## config.mk

```make
export PLATFORM = sky130hd
export DESIGN_NAME = status_uart_tx
export DESIGN_NICKNAME = d
export VERILOG_FILES = /design/src/rtl/game_pkg.sv /design/src/rtl/uart_tx_byte.sv /design/src/rtl/status_uart_tx.sv
export SDC_FILE = /design/constraint.sdc
export NUM_CORES = 1
export LEC_CHECK = 0
export BUFFER_PORTS_ARGS = -buffer_cell sky130_fd_sc_hd__buf_2
export CAP_MARGIN = 0
export CORE_MARGIN = 5
export CORE_UTILIZATION = 58
export CTS_BUF_LIST = sky130_fd_sc_hd__clkbuf_16
export DETAILED_ROUTE_END_ITERATION = 12
export HOLD_SLACK_MARGIN = 0.1
export PLACE_DENSITY = 0.88
export REMOVE_ABC_BUFFERS = 1
export SETUP_SLACK_MARGIN = 0.5
export SLEW_MARGIN = 40
export SYNTH_ARGS = -nofsm -noshare
export SYNTH_HDL_FRONTEND = slang
export SYNTH_SLANG_ARGS = --single-unit
```

## constraint.sdc

```tcl
create_clock -name clk -period 2.94 [get_ports clk]
set_clock_uncertainty 0.05 [all_clocks]
set_input_delay 0.147 -clock clk [delete_from_list [all_inputs] [get_ports clk]]
set_output_delay 0.147 -clock clk [all_outputs]
set_load 0.01 [all_outputs]
```

## src/rtl/game_pkg.sv

```systemverilog
// Shared framing definitions for the game status line: ASCII constants,
// line length, top-FSM encoding and the character selector.
package game_pkg;

    localparam int STATUS_LEN = 11;

    localparam logic [7:0] ASCII_T  = 8'h54;
    localparam logic [7:0] ASCII_X  = 8'h58;
    localparam logic [7:0] ASCII_S  = 8'h53;
    localparam logic [7:0] ASCII_EQ = 8'h3D;
    localparam logic [7:0] ASCII_SP = 8'h20;
    localparam logic [7:0] ASCII_CR = 8'h0D;
    localparam logic [7:0] ASCII_LF = 8'h0A;

    // The load step is folded into the cycle that hands a byte to the engine,
    // so only IDLE and WAIT ever sit in the state register.
    typedef enum logic [1:0] {
        ST_IDLE = 2'd0,
        ST_WAIT = 2'd2
    } top_state_e;

    typedef struct packed {
        logic       done;
        logic [6:0] time_msb;
        logic [6:0] time_lsb;
        logic [6:0] score_msb;
        logic [6:0] score_lsb;
    } snap_t;

    function automatic logic [7:0] status_char(input logic [3:0] i, input snap_t s);
        case (i)
            4'd0:    return s.done ? ASCII_X : ASCII_T;
            4'd1:    return ASCII_EQ;
            4'd2:    return {1'b0, s.time_msb};
            4'd3:    return {1'b0, s.time_lsb};
            4'd4:    return ASCII_SP;
            4'd5:    return ASCII_S;
            4'd6:    return ASCII_EQ;
            4'd7:    return {1'b0, s.score_msb};
            4'd8:    return {1'b0, s.score_lsb};
            4'd9:    return ASCII_CR;
            default: return ASCII_LF;
        endcase
    endfunction

endpackage

```

## src/rtl/uart_tx_byte.sv

```systemverilog
// 8N1 byte transmitter. A start request during the last stop-bit cycle is
// accepted immediately so consecutive bytes run with no idle gap.
module uart_tx_byte #(
    parameter int CLKS_PER_BIT = 868
) (
    input  logic       clk,
    input  logic       rst,
    input  logic       start,
    input  logic [7:0] data,
    output logic       tx,
    output logic       busy,
    output logic       done
);

    localparam int CW = (CLKS_PER_BIT > 1) ? $clog2(CLKS_PER_BIT) : 1;
    localparam logic [CW-1:0] CNT_LAST = CW'(CLKS_PER_BIT - 1);

    typedef enum logic [1:0] {
        B_IDLE,
        B_START,
        B_DATA,
        B_STOP
    } byte_state_e;

    byte_state_e     state, state_n;
    logic [CW-1:0]   cnt;
    logic [2:0]      bit_idx;
    logic [7:0]      shreg;
    logic            bit_end;
    logic            accept;

    assign bit_end = (cnt == CNT_LAST);
    assign done    = (state == B_STOP) && bit_end;
    assign busy    = (state != B_IDLE);
    assign accept  = start && ((state == B_IDLE) || done);

    always_ff @(posedge clk) begin
        if (rst) state <= B_IDLE;
        else     state <= state_n;
    end

    always_comb begin
        state_n = state;
        case (state)
            B_IDLE:  if (start) state_n = B_START;
            B_START: if (bit_end) state_n = B_DATA;
            B_DATA:  if (bit_end && bit_idx == 3'd7) state_n = B_STOP;
            B_STOP:  if (bit_end) state_n = start ? B_START : B_IDLE;
            default: state_n = B_IDLE;
        endcase
    end

    // Line driver and shifter: tx is registered so it changes on the bit edge.
    always_ff @(posedge clk) begin
        if (rst) begin
            cnt     <= '0;
            bit_idx <= '0;
            shreg   <= '0;
            tx      <= 1'b1;
        end else if (accept) begin
            cnt     <= '0;
            bit_idx <= '0;
            shreg   <= data;
            tx      <= 1'b0;
        end else if (state != B_IDLE) begin
            cnt <= bit_end ? '0 : cnt + 1'b1;
            if (bit_end) begin
                case (state)
                    B_START: begin
                        tx    <= shreg[0];
                        shreg <= shreg >> 1;
                    end
                    B_DATA: begin
                        if (bit_idx == 3'd7) begin
                            tx <= 1'b1;
                        end else begin
                            tx      <= shreg[0];
                            shreg   <= shreg >> 1;
                            bit_idx <= bit_idx + 3'd1;
                        end
                    end
                    default: tx <= 1'b1;
                endcase
            end
        end
    end

endmodule

```

## src/rtl/status_uart_tx.sv

```systemverilog
// Snapshots the timer/score digits and streams the 11-character status line
// through the byte engine, back to back.
module status_uart_tx
    import game_pkg::*;
#(
    parameter int CLKS_PER_BIT = 868
) (
    input  logic       clk,
    input  logic       rst,
    input  logic       send,
    input  logic [6:0] time_MSB_ascii,
    input  logic [6:0] time_LSB_ascii,
    input  logic [6:0] score_MSB_ascii,
    input  logic [6:0] score_LSB_ascii,
    input  logic       timer_done,
    output logic       tx,
    output logic       busy,
    output logic       frame_done
);

    top_state_e state, state_n;
    logic [3:0] idx;
    snap_t      snap, live;
    logic       accept, last_char, byte_done, eng_busy, start;
    logic [7:0] data;

    assign live = '{done: timer_done, time_msb: time_MSB_ascii, time_lsb: time_LSB_ascii,
                    score_msb: score_MSB_ascii, score_lsb: score_LSB_ascii};

    assign accept    = (state == ST_IDLE) && send;
    assign last_char = (idx == 4'(STATUS_LEN - 1));

    always_ff @(posedge clk) begin
        if (rst) state <= ST_IDLE;
        else     state <= state_n;
    end

    always_comb begin
        state_n = state;
        case (state)
            ST_IDLE: if (send) state_n = ST_WAIT;
            ST_WAIT: if (byte_done && last_char) state_n = ST_IDLE;
            default: state_n = ST_IDLE;
        endcase
    end

    // char0 comes from the live inputs so its start bit can begin on the
    // accepting edge; every later char comes from the snapshot.
    always_comb begin
        start = accept || ((state == ST_WAIT) && byte_done && !last_char);
        data  = accept ? status_char(4'd0, live) : status_char(idx + 4'd1, snap);
        busy  = (state != ST_IDLE) || eng_busy;
    end

    always_ff @(posedge clk) begin
        if (rst) begin
            idx        <= '0;
            snap       <= '0;
            frame_done <= 1'b0;
        end else begin
            frame_done <= (state == ST_WAIT) && byte_done && last_char;
            if (accept) begin
                snap <= live;
                idx  <= '0;
            end else if ((state == ST_WAIT) && byte_done && !last_char) begin
                idx <= idx + 4'd1;
            end
        end
    end

    uart_tx_byte #(.CLKS_PER_BIT(CLKS_PER_BIT)) u_byte (
        .clk   (clk),
        .rst   (rst),
        .start (start),
        .data  (data),
        .tx    (tx),
        .busy  (eng_busy),
        .done  (byte_done)
    );

endmodule

```

==> results of run 1 <==
## cell usage in the layout, fill, tap and decap left out, types with 3 or more instances in the layout
master / Yosys / layout
o22ai_1: 5 / 3
dfxtp_1: 58 / 56
clkinv_2: 0 / 3
nand2b_1: 4 / 4
nand3_1: 9 / 9
nor2b_1: 7 / 6
dlygate4sd3_1: 0 / 29
nand2_1: 79 / 78
buf_2: 4 / 34
nor2_1: 25 / 25
nand4b_1: 6 / 6
a31oi_1: 4 / 4
o21ai_0: 16 / 16
nor3_1: 12 / 12
a32o_1: 3 / 3
buf_4: 0 / 7
inv_1: 12 / 14
or3_1: 4 / 4
and2_1: 3 / 3
a21oi_1: 51 / 51
mux2i_1: 8 / 8
xor2_1: 4 / 4
and3_1: 7 / 7
clkbuf_16: 0 / 9
xnor2_1: 10 / 10
ha_1: 12 / 9
## area by class of cell
class | count | area [um2]
timing repair buffer | 70 | 513
inverter | 12 | 45.0
fill | 385 | 1370
tap | 72 | 90.1
multi-input combinational | 313 | 1930
clock inverter | 7 | 61.3
clock buffer | 9 | 225
sequential | 58 | 1160
## timing repair
item                       4_1_cts  5_1_grt
gates resized for setup          1       14
pin swaps                        0        1
hold buffers                    29        0
setup endpoints to repair        5       18
hold endpoints to repair        29        0
## cell families (layout without fill, tap and decap cells)
group           after synthesis  in the layout  synth area share, %
simple gates                169            169                 25.6
compound gates              109            109                 21.6
flops                        58             58                 36.5
buf+inv                      39             98                 4.76
xor+xnor                     15             15                 4.36
fa+ha+maj                    12             12                 4.72
mux                           8              8                 2.52
## layer usage
metal / global-route usage, % / wire length [um] / part of all wire (%)
met1: 30.3 / 3720 / 43
met2: 40.0 / 4120 / 48
met3: 6.71 / 517 / 6.0
met4: 14.3 / 309 / 3.6
met5: 0 / 0 / 0
## worst min-delay path by stage
stage                           start       end  slack, ns  depth (start not counted)
global placement    time_LSB_ascii[5]  snap[19]       0.34                          3
floorplan                         rst   snap[0]       0.17                          1
finish                           send  state[1]       0.19                          3
global route                     send  state[1]       0.22                          3
detailed placement  time_MSB_ascii[6]  snap[27]       0.34                          3
CTS                              send  state[1]       0.18                          3
## sequential cells by signal (all words and copies together), names as in the netlist
name,flops
snap,29
u_byte.cnt,10
u_byte.shreg,7
idx,4
u_byte.bit_idx,3
u_byte.state,2
frame_done,1
state,1
u_byte.tx,1
## critical path: stages, from the launching register on
cell	delay, ns
dfxtp_1	0.39
ha_1	0.21
nand2_1	0.14
or3_1	0.55
o31a_1	0.40
and3_1	0.19
a21oi_1	0.13
o22ai_1	0.09
## stage by stage
step / hold WS, ns / area (um2) / std cells / util, %
floorplan: 0.166 / 3080 / 383 / -
global placement: 0.336 / 3390 / 496 / 62.7
detailed placement: 0.342 / 3390 / 496 / 62.7
CTS: 0.179 / 3970 / 541 / 73.4
global route: 0.215 / 4030 / 541 / 74.6
finish: 0.192 / 4030 / 541 / 74.6
## power breakdown
group	leakage (nW)	internal (mW)	total [mW]	switching, mW
logic	0.941	0.191	0.454	0.264
clock network	0.152	0.646	0.998	0.352
registers	0.475	0.855	0.904	0.0491
total	1.57	1.69	2.36	0.665
==> flow_summary.rst, run 1 <==
.. list-table::
   :header-rows: 1

   * - Metric
     - Value
   * - Fraction of layout instances using a drive strength above 1
     - 15.8%
   * - Maximum ir drop on the vdd rail
     - 407 uV
   * - Number of iterations in the first detailed-routing pass
     - 5
   * - Crit Reg-Reg Endpoint
     - u_byte.shreg[2]
   * - Path type of the worst setup path
     - reg -> reg
   * - Overflow after GRT
     - 0
   * - Fraction of synthesized cell area taken by the top area cell type
     - 36.5%
   * - Hold/Removal Path Class
     - in -> reg
   * - Global-route wire length before repair
     - 14.3 mm
   * - Die H
     - 84.1 um
   * - Synth Area per Inst
     - 7.76 um2
   * - Maximum buffer depth of the clock tree
     - 2
   * - Largest driver fanout on the critical path
     - 8
   * - Clock insertion delay at the later pin of the skew report
     - 0.33 ns
   * - Required time of the worst setup path
     - 3.09 ns
   * - Number of distinct library cell variants in the gate-level netlist after synthesis
     - between 50 and 60
   * - Cell types with the highest counts after synthesis
     - nand2_1 (79), dfxtp_1 (58), a21oi_1 (51), nor2_1 (25), clkbuf_1 (21)
   * - CTS tree
     - done
   * - Deepest level of the CTS H-tree
     - 3
   * - Routed WL per cell
     - 16.0 um
   * - Final #Nets
     - 508
   * - Post-DP HPWL
     - 5.40 mm
   * - Final GP Congestion
     - 1.02
   * - Areal power density over the cells
     - about 600 nW/um2
   * - Die Outline Area
     - roughly 7100 um2
   * - PortBufs
     - 34
   * - Beginning of the critical path
     - u_byte.cnt[0]
   * - Highest attainable clock frequency
     - 436 MHz
   * - Antenna violations before repair
     - 0
   * - Cell area after technology mapping
     - 3180 um2
   * - Most instantiated library cell after synthesis
     - nand2_1
   * - Vias per cell
     - between 5 and 6
   * - Worst slack at placement
     - 0.432 ns
   * - Kind of end point of the critical path
     - flop
   * - Number of clock sinks seen by CTS
     - 58
   * - Iter 0 DRT Violations
     - 356
   * - Worst Tran Pin Value
     - 0.660 ns
   * - Cell count of the worst reg-to-reg path
     - 7
   * - Synth Instances
     - 410
   * - Placeable core region
     - 5410 um2
   * - Warnings, synthesis
     - 0
   * - Unrepaired setup endpoints after global routing
     - no
   * - Worst slew margin relative to its limit
     - 56.0%
   * - Type of origin of the critical path
     - flop
   * - Antenna diodes
     - 0
   * - Endpoints failing setup
     - 0
   * - CTS clk-pin slew, worst paths
     - about 0.050 ns
   * - Run status
     - complete, no violations
   * - Setup tns final
     - 0 ns
   * - Arrival time of data at the critical path endpoint
     - between 2 and 2.5 ns
   * - ANT nets after route
     - 0
   * - Async S/R FF share, synth
     - 0%
   * - Total power
     - between 2 and 2.5 mW
   * - Endpoint of the most critical setup path
     - u_byte.shreg[2]
   * - Beginning of the worst register-to-register path
     - u_byte.cnt[0]
   * - Via count of the routed design
     - about 3,200
   * - Period utilisation layout
     - 78.0%
   * - Starting density of the core
     - 58.9%
   * - Post-layout worst setup margin
     - 0.647 ns
   * - Vias in the first global route
     - 3,075
   * - Final Slew Violations
     - 0
   * - Final hold viol count
     - 0
   * - Most instantiated flip-flop cell in the synthesis netlist
     - dfxtp_1
   * - Synth area leaders
     - dfxtp_1 (36%), nand2_1 (9.3%), a21oi_1 (8.0%)
   * - EDFF count, synth
     - 0
   * - Pin count of the biggest net entering global routing
     - 36
   * - Register-to-register setup slack
     - 0.65 ns
   * - Number of CTS-inserted buffers
     - 9
   * - Number of top-level design ports
     - 35
   * - GR Util All Layers
     - 25.1%
   * - Final routed DRC violation total
     - 0
   * - Leading area contributor after synthesis
     - dfxtp_1
   * - Final Critical Period
     - roughly 2.3 ns
   * - Placement row count
     - 27
   * - Sequential fraction of the synthesis area
     - 36.5%
   * - Cell at the root of the clock tree
     - clkbuf_16
   * - Leakage power figure
     - 1.57 nW
   * - Number of maximum-capacitance violations
     - 0
   * - Total detailed-routing wirelength
     - 8.67 mm
   * - Area delta synth->final
     - 26.7%
   * - Buffers inserted by post-CTS timing repair
     - 0
   * - Synthesized flop and latch total
     - 58
   * - Die span in x
     - between 80 and 90 um
(Power assumes the default switching activity.)
==> run 2: changes to the inputs <==
--- a/config.mk
+++ b/config.mk
@@ -8,11 +8,11 @@
 export BUFFER_PORTS_ARGS = -buffer_cell sky130_fd_sc_hd__buf_2
 export CAP_MARGIN = 0
 export CORE_MARGIN = 5
-export CORE_UTILIZATION = 58
+export CORE_UTILIZATION = 53
 export CTS_BUF_LIST = sky130_fd_sc_hd__clkbuf_16
 export DETAILED_ROUTE_END_ITERATION = 12
 export HOLD_SLACK_MARGIN = 0.1
-export PLACE_DENSITY = 0.88
+export PLACE_DENSITY = 0.85
 export REMOVE_ABC_BUFFERS = 1
 export SETUP_SLACK_MARGIN = 0.5
 export SLEW_MARGIN = 40
==> constraint.sdc (replaced) <==
create_clock -name clk -period 2 [get_ports clk]
set_clock_uncertainty 0.05 [all_clocks]
set_input_delay 0.1 -clock clk [delete_from_list [all_inputs] [get_ports clk]]
set_output_delay 0.1 -clock clk [all_outputs]
set_load 0.01 [all_outputs]
==> flow_summary.rst, run 2 (synthesized netlist as in run 1, its figures left out) <==
.. list-table::
   :header-rows: 1

   * - Metric
     - Value
   * - Final Slew Violations
     - 0
   * - Die H
     - 87.5 um
   * - Areal power density over the cells
     - 819 nW/um2
   * - Endpoint of the worst hold path
     - state[1]
   * - Endpoints failing setup
     - 24
   * - Antenna violations before repair
     - 0
   * - Routed WL per cell
     - 21.0 um
   * - Power spent charging and discharging nets
     - between 1 and 1.5 mW
   * - FILL cells
     - 292
   * - Antenna diodes
     - 0
   * - ANT nets after route
     - 0
   * - Violated checks
     - negative setup slack
   * - Crit Reg-Reg Endpoint
     - u_byte.shreg[0]
   * - Post-Route Hold Slack
     - 0.223 ns
   * - HP Start
     - send
   * - Final std cells w/o fill
     - 623
   * - Cell count of the worst reg-to-reg path
     - 10
   * - Area of all placed cells without fillers
     - ~5000 um2
   * - Register-to-register setup slack
     - -0.23 ns
   * - Leakage power figure
     - 2.03 nW
   * - Kind of end point of the critical path
     - flop
   * - Number of top-level design ports
     - 35
   * - Required time of the worst setup path
     - 2.16 ns
   * - Vias per cell
     - 6.56
   * - Maximum ir drop on the vdd rail
     - 867 uV
   * - Run status
     - complete, but fails checks
   * - Beginning of the worst register-to-register path
     - idx[0]
   * - CTS tree
     - done
   * - Logic pwr share
     - 30.7%
   * - Pin count of the biggest net entering global routing
     - 30
   * - Via count of the routed design
     - approximately 4,100
   * - Number of clock sinks seen by CTS
     - 58
   * - Global-route wire length before repair
     - 17.6 mm
   * - Share of power burned in registers
     - 32.8%
   * - Number of maximum-capacitance violations
     - 0
   * - Placed Cells incl. Taps
     - around 560
   * - Most common cell after layout, fill and taps aside
     - nand2_1
   * - Arrival time of data at the critical path endpoint
     - around 2.4 ns
   * - Clock insertion delay at the later pin of the skew report
     - 0.34 ns
   * - Worst slack at placement
     - -0.261 ns
   * - GR Util All Layers
     - 29.6%
   * - Overflow after GRT
     - 0
   * - Area delta synth->final
     - 55.7%
   * - Worst slew margin relative to its limit
     - 56.3%
   * - Design internal power
     - about 2.8 mW
   * - Register area
     - 1170 um2
   * - Final #Nets
     - 588
   * - Most frequent cells in the layout
     - nand2_1 (76), buf_4 (72), dfxtp_1 (49), a21oi_1 (46), buf_2 (35)
   * - Die span in x
     - 87.5 um
   * - Vias in the first global route
     - 3,697
   * - Post-layout worst setup margin
     - -0.226 ns
   * - Instance area at placement
     - 3820 um2
   * - Die Outline Area
     - 7650 um2
   * - Hold/Removal Path Class
     - in -> reg
   * - Total detailed-routing wirelength
     - approximately 13 mm
   * - Post-DP HPWL
     - 6.61 mm
   * - Path type of the worst setup path
     - reg -> reg
   * - Cell at the root of the clock tree
     - clkbuf_16
   * - Final GP Congestion
     - between 0.9 and 1
   * - Fraction of layout instances using a drive strength above 1
     - 36.7%
   * - Iter 0 DRT Violations
     - 567
   * - Unrepaired setup endpoints after global routing
     - yes
   * - Largest driver fanout on the critical path
     - 7
   * - Regs by FF count
     - snap (29), u_byte.cnt (10), u_byte.shreg (7)
   * - Hold depth
     - 3
   * - Period utilisation layout
     - 111%
   * - Worst Tran Pin Value
     - 0.656 ns
   * - Maximum buffer depth of the clock tree
     - 2
   * - Final routed DRC violation total
     - 0
   * - Placement row count
     - 28
   * - Final hold viol count
     - 0
   * - Register name with the most flops
     - snap
   * - Area of the multi-input gates
     - 2190 um2
   * - Clock network power share
     - 36.5%
   * - Number of flip-flops in the largest register
     - 29
   * - Sw Ratio
     - 30.9%
   * - Number of iterations in the first detailed-routing pass
     - 6
   * - PortBufs
     - 34
   * - Deepest level of the CTS H-tree
     - 3
   * - Starting density of the core
     - between 50% and 60%
   * - Highest attainable clock frequency
     - 449 MHz
   * - Number of CTS-inserted buffers
     - 9
   * - CTS clk-pin slew, worst paths
     - 0.06 ns
   * - Final Critical Period
     - 2.23 ns
   * - Placeable core region
     - 5890 um2
   * - Finished Core Util
     - 84.2%
   * - Type of origin of the critical path
     - flop
==> run 2: power groups by stage <==
| stage | Clock (mW) | Sequential (mW) | Combinational (mW) |
|---|---|---|---|
| 2_1_floorplan | 0 | 1.33 | 0.438 |
| 3_3_place_gp | 0 | 1.33 | 0.684 |
| 3_5_place_dp | 0 | 1.34 | 0.714 |
| 4_1_cts | 1.45 | 1.32 | 0.969 |
| 5_1_grt | 1.53 | 1.34 | 1.31 |
| 6_report | 1.48 | 1.33 | 1.24 |
==> run 2: repair_timing <==
item | CTS | global route
setup buffers | 8 | 14
resized for setup | 36 | 63
pin swaps | 8 | 25
endpoints found under the setup margin | 30 | 38
hold buffers | 29 | 0
endpoints found under the hold margin | 29 | 0
cloned | 1 | 0
==> run 2: per-layer routing <==
layer  vias to the layer above  wire length [um]  GRT usage [%]
li1                       1720                 -              -
met1                      1891              4720           34.1
met2                       351              5920           49.4
met3                       127              1410           7.76
met4                         0              1040           17.0
met5                         -                 0              0
==> run 2: worst max path at each step <==
stage / start / end / slack [ns] / cells past startpoint
6_report: idx[0] / u_byte.shreg[0] / -0.23 / 10
2_1_floorplan: state[1] / u_byte.shreg[2] / -0.65 / 6
3_5_place_dp: idx[0] / u_byte.shreg[2] / -0.26 / 8
4_1_cts: u_byte.cnt[2] / u_byte.shreg[2] / -0.04 / 6
5_1_grt: idx[0] / u_byte.shreg[0] / -0.25 / 10
3_3_place_gp: idx[0] / u_byte.shreg[2] / -0.09 / 8
==> run 2: cell type report <==
class                      instances  share of cell area [%]
multi-input combinational        313                    44.3
inverter                          12                    1.06
clock buffer                       9                    4.55
timing repair buffer             150                    23.5
sequential                        58                    23.7
tap                               75                    1.89
clock inverter                     6                    1.04
==> run 2: worst max-delay path: stages (launching register included) <==
cell	delay, ns
dfxtp_4	0.35
buf_6	0.14
inv_6	0.07
buf_6	0.10
ha_4	0.14
nand4b_1	0.20
a32oi_2	0.35
o21a_2	0.29
nor3_1	0.06
a21oi_1	0.25
a21oi_2	0.10
==> run 2: through the flow <==
step / total power [mW] / TNS (ns)
final: 4.06 / -1.92
after global routing: 4.18 / -3.02
after CTS: 3.74 / -0.102
after detailed placement: 2.05 / -0.975
after global placement: 2.02 / -0.236
after floorplan: 1.77 / -5.85
